### src/rtl/seq_det_pkg.sv
// seq_det_pkg: shared definitions for the 1011 serial pattern detector.
//   state_t      - FSM state encoding (3 bits, IDLE = 0)
//   PATTERN      - the detected bit pattern, MSB received first
//   expected_bit - next pattern bit that advances the FSM from a given state
package seq_det_pkg;

  typedef enum logic [2:0] {
    IDLE  = 3'd0,
    S1    = 3'd1,
    S10   = 3'd2,
    S101  = 3'd3,
    S1011 = 3'd4
  } state_t;

  localparam logic [3:0] PATTERN = 4'b1011;

  // S1011 has no "expected" bit; its exits are handled explicitly by the FSM.
  function automatic logic expected_bit(input state_t s);
    logic b;
    b = 1'b0;
    case (s)
      IDLE:    b = PATTERN[3];
      S1:      b = PATTERN[2];
      S10:     b = PATTERN[1];
      S101:    b = PATTERN[0];
      default: b = 1'b0;
    endcase
    return b;
  endfunction

endpackage

### src/rtl/seq_det_1011_sat_counter.sv
// sat_counter: W-bit up-counter that saturates at all-ones.
//   clk - rising-edge clock
//   rst - synchronous active-high clear
//   inc - increment request for this cycle
//   cnt - current count
module sat_counter #(
  parameter int unsigned W = 8
) (
  input  logic         clk,
  input  logic         rst,
  input  logic         inc,
  output logic [W-1:0] cnt
);

  logic [W-1:0] r_cnt;

  always_ff @(posedge clk) begin
    if (rst) begin
      r_cnt <= '0;
    end else if (inc && (r_cnt != '1)) begin
      r_cnt <= r_cnt + 1'b1;
    end
  end

  assign cnt = r_cnt;

endmodule

### src/rtl/seq_det_1011.sv
// seq_det_1011: detects the serial pattern 1011 on a qualified bit stream.
//   clk       - rising-edge clock
//   rst       - synchronous active-high reset
//   din       - serial data bit (consumed when din_valid = 1)
//   din_valid - qualifies din
//   match     - registered one-cycle pulse after the completing bit
//   match_cnt - saturating match count (only with SEQ_DET_MATCH_CNT_EN)
// Parameters: OVERLAP (1 = overlapping detection), CNT_W (counter width).
// Configuration macro: SEQ_DET_MATCH_CNT_EN enables match_cnt and its counter.
module seq_det_1011
  import seq_det_pkg::*;
#(
  parameter int unsigned OVERLAP = 1,
  parameter int unsigned CNT_W   = 8
) (
  input  logic             clk,
  input  logic             rst,
  input  logic             din,
  input  logic             din_valid,
  output logic             match
`ifdef SEQ_DET_MATCH_CNT_EN
  ,
  output logic [CNT_W-1:0] match_cnt
`endif
);

  state_t r_state;
  state_t w_next;
  logic   w_hit;
  logic   r_match;

  always_comb begin
    w_next = r_state;
    w_hit  = (din == expected_bit(r_state));
    if (din_valid) begin
      case (r_state)
        IDLE:    w_next = w_hit ? S1   : IDLE;
        S1:      w_next = w_hit ? S10  : S1;
        S10:     w_next = w_hit ? S101 : IDLE;
        S101:    w_next = w_hit ? S1011 : S10;
        S1011: begin
          if (din)               w_next = S1;
          else if (OVERLAP != 0) w_next = S10;
          else                   w_next = IDLE;
        end
        default: w_next = IDLE;
      endcase
    end
  end

  // S1011 is only entered by consuming a bit, so qualifying with din_valid
  // keeps match low while stalled in S1011.
  always_ff @(posedge clk) begin
    if (rst) begin
      r_state <= IDLE;
      r_match <= 1'b0;
    end else begin
      r_state <= w_next;
      r_match <= din_valid && (w_next == S1011);
    end
  end

  assign match = r_match;

`ifdef SEQ_DET_MATCH_CNT_EN
  sat_counter #(
    .W(CNT_W)
  ) u_cnt (
    .clk(clk),
    .rst(rst),
    .inc(r_match),
    .cnt(match_cnt)
  );
`else
  if (CNT_W < 1) begin : g_bad_cnt_w
    $error("CNT_W must be at least 1");
  end
`endif

endmodule

### config.mk
export PLATFORM = sky130hd
export DESIGN_NAME = seq_det_1011
export DESIGN_NICKNAME = d
export VERILOG_FILES = /design/src/rtl/seq_det_pkg.sv /design/src/rtl/seq_det_1011_sat_counter.sv /design/src/rtl/seq_det_1011.sv
export SDC_FILE = /design/constraint.sdc
export NUM_CORES = 1
export LEC_CHECK = 0
export BUFFER_PORTS_ARGS = -buffer_cell sky130_fd_sc_hd__buf_2
export CORE_AREA = 2 2 39 41
export DETAILED_ROUTE_END_ITERATION = 8
export DIE_AREA = 0 0 41 43
export SLEW_MARGIN = 20
export SYNTH_ARGS = -nofsm -noshare
export SYNTH_HDL_FRONTEND = slang
export SYNTH_SLANG_ARGS = --single-unit
### constraint.sdc
create_clock -name clk -period 1.9 [get_ports clk]
set_input_delay 0.19 -clock clk [delete_from_list [all_inputs] [get_ports clk]]
set_output_delay 0.19 -clock clk [all_outputs]
set_load 0.03 [all_outputs]
==> results.md, run 1 <==
- Critical Path End Type: register
- GR met1 Demand/Resource: 0.0645
- Status: finished clean
- Rel. slew slack: 0.875
- Unrepaired setup endpoints after global routing: false
- Setup ws final: 693 ps
- Ports: 5
- Max Freq: 0.828 GHz
- Register area: 80.1 um^2
- CTS buffer count: 3
- Vias post-DR: 169
- Reg2reg setup slack: 690 ps
- Max-cap viol count: 0
- Met3 Usage GRT: 0.0471
- Maximum vdd drop: 0.000251 V
- Tcrit/Tclk final: 0.635
- DRT Wirelength: 363 um
- R2R depth: 3
- Seq/Total Area, Yosys: 0.441
- Final non-filler cell total: 44
- CTS tree: yes
- Final min period: 1210 ps
- CORE AREA: 1380 um^2
- Setup_tns: 0 ps
- Slew Limit Fails: 0
- Min-delay worst type: input pin to register
- Met2 usage: 0.0594
- Fin area: 244 um^2
- First DRT Iteration DRCs: 5
- Share of post-route cells with drive strength above 1: 0.250
- CTS max path bufs: 2
- Antenna Violating Nets Remaining: 0
- DIE WIDTH: 41 um
- Core Util, Final: 0.176
- Worst hold stages: 2
- #FFs+latches synth: 4
- Clock Latency Late Sink: 230 ps
- Full die area: 1760 um^2
- Net Count, Synth: 25
- CTS hold repair buffers: 0
- Setup repair bufs after CTS: 0
- Leakage power: 0.0909 nW
- Die Y: 43 um
- Post-Syn Area per Cell: 8.64 um^2
- Crit Path Class: register to register
- Hold Path Origin: rst
- Final setup vio count: 0
- End of the worst register-to-register path: r_state[1]$_SDFF_PP0_
- Max FO, Critical Path: 7
- Placer Congestion: 0.701
- Placed cell area: 221 um^2
- CP required: 2060 ps
- CP Data Arrival Time: 1370 ps
- Total GRT Usage: 0.0573
- Synthesized area: 181 um^2
- Slew @ Worst Pin: 187 ps
- Pre-CTS setup slack: 689 ps
- Vias per cell: 3.84
- Fillers: 165
- Final hold vios: 0
- Buffers on Ports: 4
- Wire per inst: 8.25 um
- WHS Endpoint: r_state[0]$_SDFF_PP0_
- Std cell rows: 14
- Residual DRC: 0
- Cell count after synthesis: 21
- Hpwl dp: 279 um
- Library cells used by synthesis: 13
- Antenna Cells: 0
- PwrDens: 837 nW/um^2
- Total power: 0.204 mW
- H-tree levels: 1
- Initial antenna violation count: 0
- Area of the multi-input gates: 97.6 um^2
- CP Launch Type: register
- Worst r2r src: r_state[2]$_SDFF_PP0_
- First-pass GRT wire length: 621 um
- Hold WS: 159 ps
- Most frequent cells in the layout: 4 x buf_2, 4 x dfxtp_1, 3 x a21oi_1, 3 x clkbuf_4
- DRT Pass-1 Iters: 4
- Clock sink count: 4
- Clk slew on worst S/H paths: 40 ps
- Skew final: 2.79 ps
- CTS Root Buffer Type: clkbuf_4
- # resized after CTS: 0
- # placed instances: 41
- Global route total overflow: 0
- Most Used Layer, Global Route: met1
- Largest net degree at the start of global routing: 8
- Final Net Count: 34
- Syn-to-layout area delta: 34.5%
- Synth warn: 0
- Initial core utilization: 0.131
- Vias in the first global route: 155
-- cells by family (layout without fill, tap and decap cells) --
kind of cell | count (synthesis) | count (layout) | share of synthesized area
AOI/OAI and AO/OA | 6 | 6 | 0.186
DFF | 4 | 4 | 0.441
buffers and inverters | 1 | 8 | 0.0207
and+or+nand+nor | 10 | 10 | 0.352
-- metal layers --
layer,part of all wire,vias up
met5,0,-
met4,0,0
met3,0.085,0
met2,0.43,4
met1,0.48,74
li1,-,91
-- worst max path at each step --
stage | to | cells past startpoint | slack, ps | from
after floorplan | r_state[1]$_SDFF_PP0_ | 3 | 770 | r_state[2]$_SDFF_PP0_
after global placement | r_state[1]$_SDFF_PP0_ | 3 | 730 | r_state[2]$_SDFF_PP0_
after detailed placement | r_state[1]$_SDFF_PP0_ | 3 | 690 | r_state[2]$_SDFF_PP0_
after CTS | r_state[1]$_SDFF_PP0_ | 3 | 680 | r_state[2]$_SDFF_PP0_
after global routing | r_state[1]$_SDFF_PP0_ | 3 | 630 | r_state[2]$_SDFF_PP0_
final | r_state[1]$_SDFF_PP0_ | 3 | 690 | r_state[2]$_SDFF_PP0_
-- final cells by class --
type | instances | share of cell area
inverters | 1 | 0.0154
repair buffers | 4 | 0.0821
multi-input cells | 16 | 0.400
clock buffers | 3 | 0.0923
flip-flops and latches | 4 | 0.328
well taps | 16 | 0.0821
-- registers in the layout, indices dropped and copies added (netlist names) --
signal   flops
match        1
r_state      3
-- synth_stat cells --
cell type | n | area share
nand4_1 | 1 | 0.035
nand4b_1 | 1 | 0.048
nand2_1 | 2 | 0.041
dfxtp_1 | 4 | 0.44
nor3b_1 | 2 | 0.083
inv_1 | 1 | 0.021
or3b_1 | 1 | 0.048
nand2b_1 | 1 | 0.035
a211o_1 | 1 | 0.048
nor2_1 | 1 | 0.021
a21oi_1 | 3 | 0.083
and2b_1 | 1 | 0.041
o21ai_0 | 2 | 0.055
-- worst max-delay path: stages (launching register included) --
cell	delay (ps)
dfxtp_1	400
or3b_1	370
a211o_1	260
a21oi_1	110
-- where the power goes --
part | switching, mW | internal, mW
Sequential | 0.00228 | 0.0865
Clock | 0.0314 | 0.0704
Combinational | 0.00675 | 0.00688
Power figures use the tool's default switching activity.
==> run 2, diff against run 1 <==
--- a/config.mk
+++ b/config.mk
@@ -5,6 +5,7 @@
 export SDC_FILE = /design/constraint.sdc
 export NUM_CORES = 1
 export LEC_CHECK = 0
+export ABC_AREA = 1
 export BUFFER_PORTS_ARGS = -buffer_cell sky130_fd_sc_hd__buf_2
 export CORE_AREA = 2 2 39 41
 export DETAILED_ROUTE_END_ITERATION = 8
==> constraint.sdc (replaced) <==
create_clock -name clk -period 1.2 [get_ports clk]
set_input_delay 0.12 -clock clk [delete_from_list [all_inputs] [get_ports clk]]
set_output_delay 0.12 -clock clk [all_outputs]
set_load 0.03 [all_outputs]
==> run 2 against run 1 <==
Compared with the run above:
- clock power grew 63%
- via count increased by 25%
- combinational power increased to 2.6 times the previous value
- wire length up 8.0%
- critical path type unchanged
==> results.md, run 2 <==
- Status: finished clean
- Crit Path Class: register to register
- Max incr delay on CP: 420 ps
- Syn-to-layout area delta: 32.7%
- DRT Pass-1 Iters: 4
- Vias per cell: 4.08
- CTS tree: yes
- Max FO, Critical Path: 7
- Initial antenna violation count: 0
- CORE AREA: 1380 um^2
- Largest net degree at the start of global routing: 8
- # resized after CTS: 0
- DIE WIDTH: 41 um
- CTS Root Buffer Type: clkbuf_4
- Total GRT Usage: 0.0703
- CTS buffer count: 3
- Yosys top cell by area: dfxtp_1
- Setup ws final: 360 ps
- Commonest non-fill, non-tap cell in the layout: nand2_1
- Seq/Total Area, Yosys: 0.418
- Leakage power: 0.115 nW
- Reg with most FFs: r_state
- Most frequent cell after synthesis: nand2_1
- Post-synth EDFFs: 0
- Initial core utilization: 0.138
- CTS max path bufs: 2
- Placer Congestion: 0.721
- H-tree levels: 1
- Die Y: 43 um
- Std cell rows: 14
- Most frequent cells in the layout: 10 x nand2_1, 4 x buf_2, 4 x dfxtp_1
- Min-delay worst type: input pin to register
- Fillers: 157
- Kind of cell adding the most delay to the critical path: flip-flops
- Clock sink count: 4
- Final hold vios: 0
- Buf/Inv on CP: 0
- CTS hold repair buffers: 0
- Net Count, Synth: 33
- Final Net Count: 42
- Critical-path top delay cell: dfxtp_1
- Commonest cells in the netlist: 10 x nand2_1, 4 x dfxtp_1, 3 x a21oi_1, 3 x inv_1
- Share of Yosys cell area claimed by the top area cell type: 0.418
- PwrDens: 1370 nW/um^2
- Max Freq: 1.19 GHz
- CP Launch Type: register
- Vias post-DR: 212
- Slew @ Worst Pin: 205 ps
- Crit path top cell by count: nand2_1
- Ports: 5
- Most used DFF post-synth: dfxtp_1
- Antenna Violating Nets Remaining: 0
- Skew final: 0.701 ps
- First-pass GRT wire length: 717 um
- Antenna Cells: 0
- Number of flip-flops in the largest register: 3
- Rel. slew slack: 0.863
- Final setup vio count: 0
- DRT Wirelength: 392 um
- Clock Latency Late Sink: 230 ps
- Full die area: 1760 um^2
- Maximum vdd drop: 0.000415 V
- Synth area leaders: dfxtp_1 42%, nand2_1 20%, a21oi_1 7.8%
- #FFs+latches synth: 4
- Unrepaired setup endpoints after global routing: false
- Share of post-route cells with drive strength above 1: 0.222
- Hpwl dp: 307 um
- Pre-CTS setup slack: 372 ps
- Global route total overflow: 0
- Reg2reg setup slack: 360 ps
- Tcrit/Tclk final: 0.700
- Residual DRC: 0
- Critical-path cell list: nor2_1 > nand2_1 > nand2_1 > nand2_1 > a21oi_2
- CP required: 1330 ps
- Async set-reset flop share out of synthesis: 0
- Wire per inst: 7.54 um
- Final min period: 840 ps
- Vias in the first global route: 205
- Setup_tns: 0 ps
- Setup repair bufs after CTS: 0
- Post-Syn Area per Cell: 6.60 um^2
- Synth warn: 0
- Slew Limit Fails: 0
- Cell count after synthesis: 29
- Clk slew on worst S/H paths: 40 ps
- Critical Path End Type: register
- Buffers on Ports: 4
- First DRT Iteration DRCs: 3
- CP Data Arrival Time: 970 ps
- Library cells used by synthesis: 11
- Synthesized area: 191 um^2
- Max-cap viol count: 0
run 2: cell type report:
cell class | count | area (um^2) | share of cell area
tap | 16 | 20.0 | 0.0788
inverter | 4 | 15.0 | 0.0591
multi-input combinational | 21 | 96.3 | 0.379
sequential | 4 | 80.1 | 0.315
timing repair buffer | 4 | 20.0 | 0.0788
clock buffer | 3 | 22.5 | 0.0887
run 2: logic make-up (layout without fill, tap and decap cells):
logic type	after synthesis	after routing	synth area share
flops	4	4	0.418
compound gates	6	6	0.190
simple gates	15	15	0.314
buf+inv	4	11	0.0784
run 2: routing by layer:
metal,track usage,vias up,part of all wire
met3,0.0366,4,0.084
met4,0.120,0,0.079
met5,0,-,0
met1,0.0579,93,0.39
met2,0.0844,7,0.44
li1,-,108,-
run 2: worst paths after layout:
path | startpoint | cells past startpoint | to
max | r_state[0]$_SDFF_PP0_ | 5 | r_state[1]$_SDFF_PP0_
min reg2reg | r_state[1]$_SDFF_PP0_ | 2 | match$_SDFF_PP0_
min | rst | 2 | r_state[1]$_SDFF_PP0_
max reg2reg | r_state[0]$_SDFF_PP0_ | 5 | r_state[1]$_SDFF_PP0_
run 2: stage by stage:
step / utilization / hold WS (ps) / power (mW) / instance area [um^2] / instances
finish: 0.184 / 88.3 / 0.349 / 254 / 52
global route: 0.184 / 96.3 / 0.375 / 254 / 52
CTS: 0.184 / 82.5 / 0.359 / 254 / 52
detailed placement: 0.167 / 333 / 0.185 / 231 / 49
global placement: 0.167 / 331 / 0.185 / 231 / 49
floorplan: - / 182 / 0.171 / 191 / 29
run 2: report_power, final:
group / total [mW] / switching (mW) / internal [mW]
Sequential: 0.148 / 0.00786 / 0.140
Clock: 0.166 / 0.0537 / 0.112
Combinational: 0.0352 / 0.0202 / 0.0150
